--- src/rtl/multicycle_ctrl_pkg.sv ---
// Shared types and constants for the multicycle RV32I control FSM.
// Holds state codes, opcode values, immediate-format selects and byte-enable patterns.
package multicycle_ctrl_pkg;

    typedef enum logic [4:0] {
        S_FETCH    = 5'd0,
        S_DECODE   = 5'd1,
        S_MEM_ADDR = 5'd2,
        S_MEM_RD   = 5'd3,
        S_MEM_WB   = 5'd4,
        S_MEM_WR   = 5'd5,
        S_R_EX     = 5'd6,
        S_I_EX     = 5'd7,
        S_ALU_WB   = 5'd8,
        S_BR_EX    = 5'd9,
        S_JAL_EX   = 5'd10,
        S_JALR_EX  = 5'd11,
        S_JMP_WB   = 5'd12,
        S_UPPER_EX = 5'd13,
        S_LUI_WB   = 5'd14,
        S_AUIPC_WB = 5'd15,
        S_TRAP     = 5'd16
    } state_t;

    localparam logic [6:0] OPC_LUI    = 7'b0110111;
    localparam logic [6:0] OPC_AUIPC  = 7'b0010111;
    localparam logic [6:0] OPC_OP     = 7'b0110011;
    localparam logic [6:0] OPC_OP_IMM = 7'b0010011;
    localparam logic [6:0] OPC_LOAD   = 7'b0000011;
    localparam logic [6:0] OPC_STORE  = 7'b0100011;
    localparam logic [6:0] OPC_BRANCH = 7'b1100011;
    localparam logic [6:0] OPC_JAL    = 7'b1101111;
    localparam logic [6:0] OPC_JALR   = 7'b1100111;

    localparam logic [2:0] IMM_NONE = 3'b000;
    localparam logic [2:0] IMM_U    = 3'b001;
    localparam logic [2:0] IMM_J    = 3'b010;
    localparam logic [2:0] IMM_I    = 3'b011;
    localparam logic [2:0] IMM_B    = 3'b100;
    localparam logic [2:0] IMM_S    = 3'b101;
    localparam logic [2:0] IMM_SH   = 3'b110;

    localparam logic [3:0] BE_NONE = 4'b0000;
    localparam logic [3:0] BE_BYTE = 4'b0001;
    localparam logic [3:0] BE_HALF = 4'b0011;
    localparam logic [3:0] BE_WORD = 4'b1111;

    // One-hot instruction class produced by the opcode decoder.
    typedef struct packed {
        logic load;
        logic store;
        logic r_type;
        logic i_alu;
        logic branch;
        logic jal;
        logic jalr;
        logic lui;
        logic auipc;
    } iclass_t;

    // Signed and unsigned variants of a width share the same byte lanes.
    function automatic logic [3:0] be_for(input logic [2:0] f3);
        case (f3)
            3'b000, 3'b100: be_for = BE_BYTE;
            3'b001, 3'b101: be_for = BE_HALF;
            3'b010:         be_for = BE_WORD;
            default:        be_for = BE_NONE;
        endcase
    endfunction

endpackage

--- src/rtl/multicycle_opdecode.sv ---
// Combinational opcode/funct3 classifier feeding the DECODE routing.
// Produces a one-hot instruction class and a legality bit.
module multicycle_opdecode
    import multicycle_ctrl_pkg::*;
(
    input  logic [6:0] opcode,
    input  logic [2:0] funct3,
    output iclass_t    iclass,
    output logic       legal
);

    always_comb begin
        // NOTE: every output gets a default before the case so no latch is inferred.
        iclass = '0;
        legal  = 1'b0;
        case (opcode)
            OPC_LOAD: begin
                iclass.load = 1'b1;
                legal       = funct3 inside {3'b000, 3'b001, 3'b010, 3'b100, 3'b101};
            end
            OPC_STORE: begin
                iclass.store = 1'b1;
                legal        = funct3 inside {3'b000, 3'b001, 3'b010};
            end
            OPC_OP:     begin iclass.r_type = 1'b1; legal = 1'b1; end
            OPC_OP_IMM: begin iclass.i_alu  = 1'b1; legal = 1'b1; end
            OPC_BRANCH: begin iclass.branch = 1'b1; legal = 1'b1; end
            OPC_JAL:    begin iclass.jal    = 1'b1; legal = 1'b1; end
            OPC_JALR: begin
                iclass.jalr = 1'b1;
                legal       = (funct3 == 3'b000);
            end
            OPC_LUI:    begin iclass.lui    = 1'b1; legal = 1'b1; end
            OPC_AUIPC:  begin iclass.auipc  = 1'b1; legal = 1'b1; end
            default: ;
        endcase
    end

endmodule

--- src/rtl/multicycle_control_v2.sv ---
// Multicycle RV32I main control FSM with memory handshake, illegal-instruction
// trap and retired-instruction counter.
module multicycle_control_v2
    import multicycle_ctrl_pkg::*;
#(
    parameter bit          MEM_HANDSHAKE = 1'b1,
    parameter bit          ENABLE_TRAP   = 1'b1,
    parameter int unsigned CNT_WIDTH     = 32
) (
    input  logic                 CLK,
    input  logic                 RST,
    input  logic [6:0]           opcode,
    input  logic [2:0]           funct3,
    input  logic                 mem_ready,
    output logic                 RegWrite,
    output logic                 MemRead,
    output logic                 MemWrite,
    output logic                 IRWrite,
    output logic                 PCWrite,
    output logic                 Branch,
    output logic                 Jump,
    output logic                 JALorJALR,
    output logic                 MemtoReg,
    output logic                 ALUSrc1,
    output logic                 ALUSrc2,
    output logic [6:0]           ALUOp,
    output logic [3:0]           BE,
    output logic [2:0]           Concat_control,
    output logic                 illegal,
    output logic                 retire,
    output logic [CNT_WIDTH-1:0] instret,
    output logic [4:0]           state
);

    localparam logic [CNT_WIDTH-1:0] CNT_ONE = {{(CNT_WIDTH-1){1'b0}}, 1'b1};

    state_t  state_q, state_d;
    iclass_t ic;
    logic    legal;
    logic    ready;

    multicycle_opdecode u_opdecode (
        .opcode (opcode),
        .funct3 (funct3),
        .iclass (ic),
        .legal  (legal)
    );

    assign ready = MEM_HANDSHAKE ? mem_ready : 1'b1;
    assign ALUOp = opcode;
    assign state = state_q;

    always_ff @(posedge CLK or posedge RST) begin
        // NOTE: sequential state uses non-blocking assignment so all flops update together.
        if (RST) state_q <= S_FETCH;
        else     state_q <= state_d;
    end

    always_ff @(posedge CLK or posedge RST) begin
        if (RST)         instret <= '0;
        else if (retire) instret <= instret + CNT_ONE;
    end

    always_comb begin
        state_d        = state_q;
        RegWrite       = 1'b0;
        MemRead        = 1'b0;
        MemWrite       = 1'b0;
        IRWrite        = 1'b0;
        PCWrite        = 1'b0;
        Branch         = 1'b0;
        Jump           = 1'b0;
        JALorJALR      = 1'b0;
        MemtoReg       = 1'b0;
        ALUSrc1        = 1'b0;
        ALUSrc2        = 1'b0;
        BE             = BE_NONE;
        Concat_control = IMM_NONE;
        illegal        = 1'b0;
        retire         = 1'b0;
        // Outputs stay quiet while reset is asserted, even though FETCH is a Moore state.
        if (!RST) begin
            case (state_q)
                S_FETCH: begin
                    MemRead = 1'b1;
                    IRWrite = ready;
                    PCWrite = ready;
                    if (ready) state_d = S_DECODE;
                end
                S_DECODE: begin
                    if (!legal)                  state_d = ENABLE_TRAP ? S_TRAP : S_FETCH;
                    else if (ic.load | ic.store) state_d = S_MEM_ADDR;
                    else if (ic.r_type)          state_d = S_R_EX;
                    else if (ic.i_alu)           state_d = S_I_EX;
                    else if (ic.branch)          state_d = S_BR_EX;
                    else if (ic.jal)             state_d = S_JAL_EX;
                    else if (ic.jalr)            state_d = S_JALR_EX;
                    else                         state_d = S_UPPER_EX;
                end
                S_MEM_ADDR: begin
                    ALUSrc2        = 1'b1;
                    Concat_control = ic.store ? IMM_S : IMM_I;
                    state_d        = ic.store ? S_MEM_WR : S_MEM_RD;
                end
                S_MEM_RD: begin
                    MemRead = 1'b1;
                    BE      = be_for(funct3);
                    if (ready) state_d = S_MEM_WB;
                end
                S_MEM_WB: begin
                    RegWrite = 1'b1;
                    MemtoReg = 1'b1;
                    retire   = 1'b1;
                    state_d  = S_FETCH;
                end
                S_MEM_WR: begin
                    MemWrite = 1'b1;
                    BE       = be_for(funct3);
                    if (ready) begin
                        retire  = 1'b1;
                        state_d = S_FETCH;
                    end
                end
                S_R_EX: state_d = S_ALU_WB;
                S_I_EX: begin
                    ALUSrc2        = 1'b1;
                    Concat_control = (funct3 == 3'b001 || funct3 == 3'b101) ? IMM_SH : IMM_I;
                    state_d        = S_ALU_WB;
                end
                S_BR_EX: begin
                    Branch         = 1'b1;
                    Concat_control = IMM_B;
                    retire         = 1'b1;
                    state_d        = S_FETCH;
                end
                S_JAL_EX: begin
                    ALUSrc1        = 1'b1;
                    ALUSrc2        = 1'b1;
                    Jump           = 1'b1;
                    Concat_control = IMM_J;
                    PCWrite        = 1'b1;
                    state_d        = S_JMP_WB;
                end
                S_JALR_EX: begin
                    ALUSrc2        = 1'b1;
                    Jump           = 1'b1;
                    JALorJALR      = 1'b1;
                    Concat_control = IMM_I;
                    PCWrite        = 1'b1;
                    state_d        = S_JMP_WB;
                end
                S_UPPER_EX: begin
                    ALUSrc1        = 1'b1;
                    ALUSrc2        = 1'b1;
                    Concat_control = IMM_U;
                    state_d        = ic.lui ? S_LUI_WB : S_AUIPC_WB;
                end
                S_ALU_WB, S_JMP_WB, S_LUI_WB, S_AUIPC_WB: begin
                    RegWrite = 1'b1;
                    retire   = 1'b1;
                    state_d  = S_FETCH;
                end
                S_TRAP: illegal = 1'b1;
                default: state_d = S_FETCH;
            endcase
        end
    end

endmodule

--- config.mk ---
export PLATFORM = sky130hd
export DESIGN_NAME = multicycle_control_v2
export DESIGN_NICKNAME = d
export VERILOG_FILES = /design/src/rtl/multicycle_ctrl_pkg.sv /design/src/rtl/multicycle_opdecode.sv /design/src/rtl/multicycle_control_v2.sv
export SDC_FILE = /design/constraint.sdc
export NUM_CORES = 1
export LEC_CHECK = 0
export ABC_AREA = 1
export CELL_PAD_IN_SITES_DETAIL_PLACEMENT = 0
export CELL_PAD_IN_SITES_GLOBAL_PLACEMENT = 1
export CORE_MARGIN = 2
export CORE_UTILIZATION = 36
export DETAILED_ROUTE_END_ITERATION = 8
export PLACE_DENSITY_LB_ADDON = 0.1
export SLEW_MARGIN = 40
export SYNTH_ARGS = -nofsm -noshare
export SYNTH_HDL_FRONTEND = slang
export SYNTH_HIERARCHICAL = 1
export SYNTH_SLANG_ARGS = --single-unit
export TNS_END_PERCENT = 10
--- constraint.sdc ---
create_clock -name CLK -period 4.47 [get_ports CLK]
set_input_delay 0.6705 -clock CLK [delete_from_list [all_inputs] [get_ports CLK]]
set_output_delay 0.6705 -clock CLK [all_outputs]
set_load 0.03 [all_outputs]
==> run_results.csv <==
group,metric,value,unit
sta,tightest_slew,508,ps
grt,antenna_found_initial,0,
worst_setup_path,cp.required,3800,ps
route,num_vias,3380,
sta,rsz0062_at_grt,"false",
grt,grt_use_total,19.4,%
worst_setup_path,cp_max_fo,5,
pwr,ir_drop,200,µV
worst_setup_path,r2r-end,"instret[30]",
yosys,syn_area,3110,µm²
final_layout,nNetsFinal,603,
sta,slew_headroom,66.0,%
route,routed_wl,9070,µm
yosys,postSynthAreaPerCell,5.97,µm²
worst_setup_path,end_kind,"primary output",
pwr,powerDensity,261,nW/µm²
final_layout,area_growth,29.2,%
yosys,synth_cells,521,
final_layout,drive_gt1_share,5.93,%
min_path,hold_depth,2,
clock_tree,cts_buffer_depth,2,
clock_tree,clock_latency,290,ps
clock_tree,h-tree-depth,2,
worst_setup_path,r2r_cells,10,
route,wl_per_cell,13.1,µm
clock_tree,numCtsBuffers,5,
route,antenna_left,0,
final_layout,multi_input_area,1840,µm²
worst_setup_path,r2r-start,"instret[1]",
placed_design,routabilityCongestion,0.902,
floorplanning,ios,77,
final_layout,fin_cells,695,
min_path,min_to,"instret[1]",
worst_setup_path,start_kind,"primary input",
worst_setup_path,cp_slowest_cell,"clkdlybuf4s50_1",
worst_setup_path,critical_path_class,"in2out",
pwr,p_comb_share,29.9,%
clock_tree,cts_resized,0,
placed_design,hpwl,6910,µm
route,first_pass_iters,5,
floorplanning,core_area,8300,µm²
final_layout,finalCoreUtilization,48.4,%
flow_run,maxCapViolCount,0,
floorplanning,dieArea,9390,µm²
grt,grt_pass1_wl,15400,µm
sta,fmax,304,MHz
min_path,worstHoldStart,"instret[1]",
sta,setup_violations,0,
status,status,"complete, no violations",
sta,hold_viol,0,
floorplanning,num_rows,33,
grt,grt_pass1_vias,3199,
floorplanning,die_h,96.9,µm
floorplanning,start_util,37.4,%
sta,fin_skew,5.72,ps
route,drc,0,
worst_setup_path,reg2reg_slack,2620,ps
placed_design,dp_cells,687,
yosys,synth_nets,535,
clock_tree,tritoncts,"built",
grt,grt_overflow,0,
clock_tree,postCtsSetupBuffers,0,
floorplanning,dieWidth,96.9,µm
pwr,netSwitchingPower,0.368,mW
worst_setup_path,arrival,2620,ps
sta,min_period_over_period,73.7,%
final_layout,register_area,926,µm²
clock_tree,cts_root_buf,"clkbuf_8",
placed_design,portBuffers,76,
sta,slew_violations,0,
final_layout,antenna_cells,0,
pwr,netSwitchingFraction,35.1,%
worst_setup_path,crit_chain,"clkdlybuf4s50_1 -> nor2_2 -> nand3_1 -> nor2_1 -> inv_1 -> nor2_1 -> o21ai_0 -> inv_1 -> clkdlybuf4s50_1",
clock_tree,clk_pin_slew_worst_paths,70,ps
pwr,p_leak,1.90,nW
route,viasPerCell,4.86,
clock_tree,ctsHoldBuffers,0,
yosys,ys_warn_count,6,
pwr,seq_power_share,36.6,%
sta,tns,0,ps
grt,grt_max_degree,39,
clock_tree,clock-sinks,37,
worst_setup_path,cp_slowest_stage_delay,660,ps
pwr,pwr-share-clk,33.6,%
route,drt_iter0_drc,224,
sta,fin_crit,3290,ps
pwr,p_int,0.682,mW
final_layout,n_fill_cell,880,
min_path,hold_path_class,"reg2reg",
## power groups by stage
stage          Sequential, mW  Clock [mW]  Combinational [mW]
2_1_floorplan           0.416           0               0.181
5_1_grt                 0.387       0.372               0.340
6_report                0.384       0.352               0.314
4_1_cts                 0.384       0.361               0.315
3_3_place_gp            0.390           0               0.312
3_5_place_dp            0.391           0               0.314
## state kept, by name, summed over array words and instances, names as in the netlist
signal	flops
state	5
instret	32
## layer usage
layer  up-vias  routed length [µm]  track usage, %
met1      1557                4820            29.1
met3         4                 385            2.60
met5         -                   0               0
met4         0                  40            2.93
met2        78                3830            30.3
li1       1741                   -               -
## worst max-delay path, delay by kind of cell
kind,cells,cell delay (ps)
AND/OR/NAND/NOR,4,550
AO/OA/AOI/OAI,1,100
buffers and inverters,4,1300
## how the worst max path moves through the flow
stage | startpoint | endpoint | depth (start not counted)
floorplan | RST | BE[3] | 4
global placement | opcode[0] | Concat_control[2] | 10
global route | opcode[1] | Concat_control[2] | 10
CTS | opcode[0] | Concat_control[2] | 10
finish | opcode[3] | Concat_control[2] | 9
detailed placement | opcode[3] | Concat_control[2] | 9
## area by class of cell
| type | count | area share (%) |
|---|---|---|
| inverters | 55 | 5.17 |
| well taps | 105 | 3.27 |
| flip-flops and latches | 37 | 23.1 |
| repair buffers | 79 | 19.4 |
| multi-input cells | 411 | 45.8 |
| clock buffers | 5 | 1.71 |
| clock inverters | 3 | 1.62 |
## cell usage in the layout, fill, tap and decap left out, drive strengths merged
| cell type | n |
|---|---|
| xnor2 | 5 |
| xor2 | 10 |
| nor3 | 3 |
| nand4 | 4 |
| o22ai | 1 |
| o21ai | 6 |
| nor2 | 87 |
| and2 | 2 |
| a41oi | 2 |
| clkinv | 2 |
| buf | 5 |
| nand2 | 214 |
| dfrtp | 37 |
| a31oi | 1 |
| nand3b | 3 |
| inv | 54 |
| nand3 | 65 |
| clkdlybuf4s50 | 74 |
| a21oi | 6 |
| clkbuf | 5 |
| nor4 | 1 |
| ha | 1 |
| bufinv | 2 |
## through the flow
stage | cell area, µm² | hold slack (ps) | worst slack, ps | total power [mW]
after global placement | 3880 | 549 | 1170 | 0.702
after floorplan | 3110 | 696 | 1330 | 0.597
after global routing | 4020 | 626 | 948 | 1.10
final | 4020 | 578 | 1180 | 1.05
after detailed placement | 3880 | 560 | 1160 | 0.704
after CTS | 4020 | 580 | 1150 | 1.06
Power figures use the tool's default switching activity.
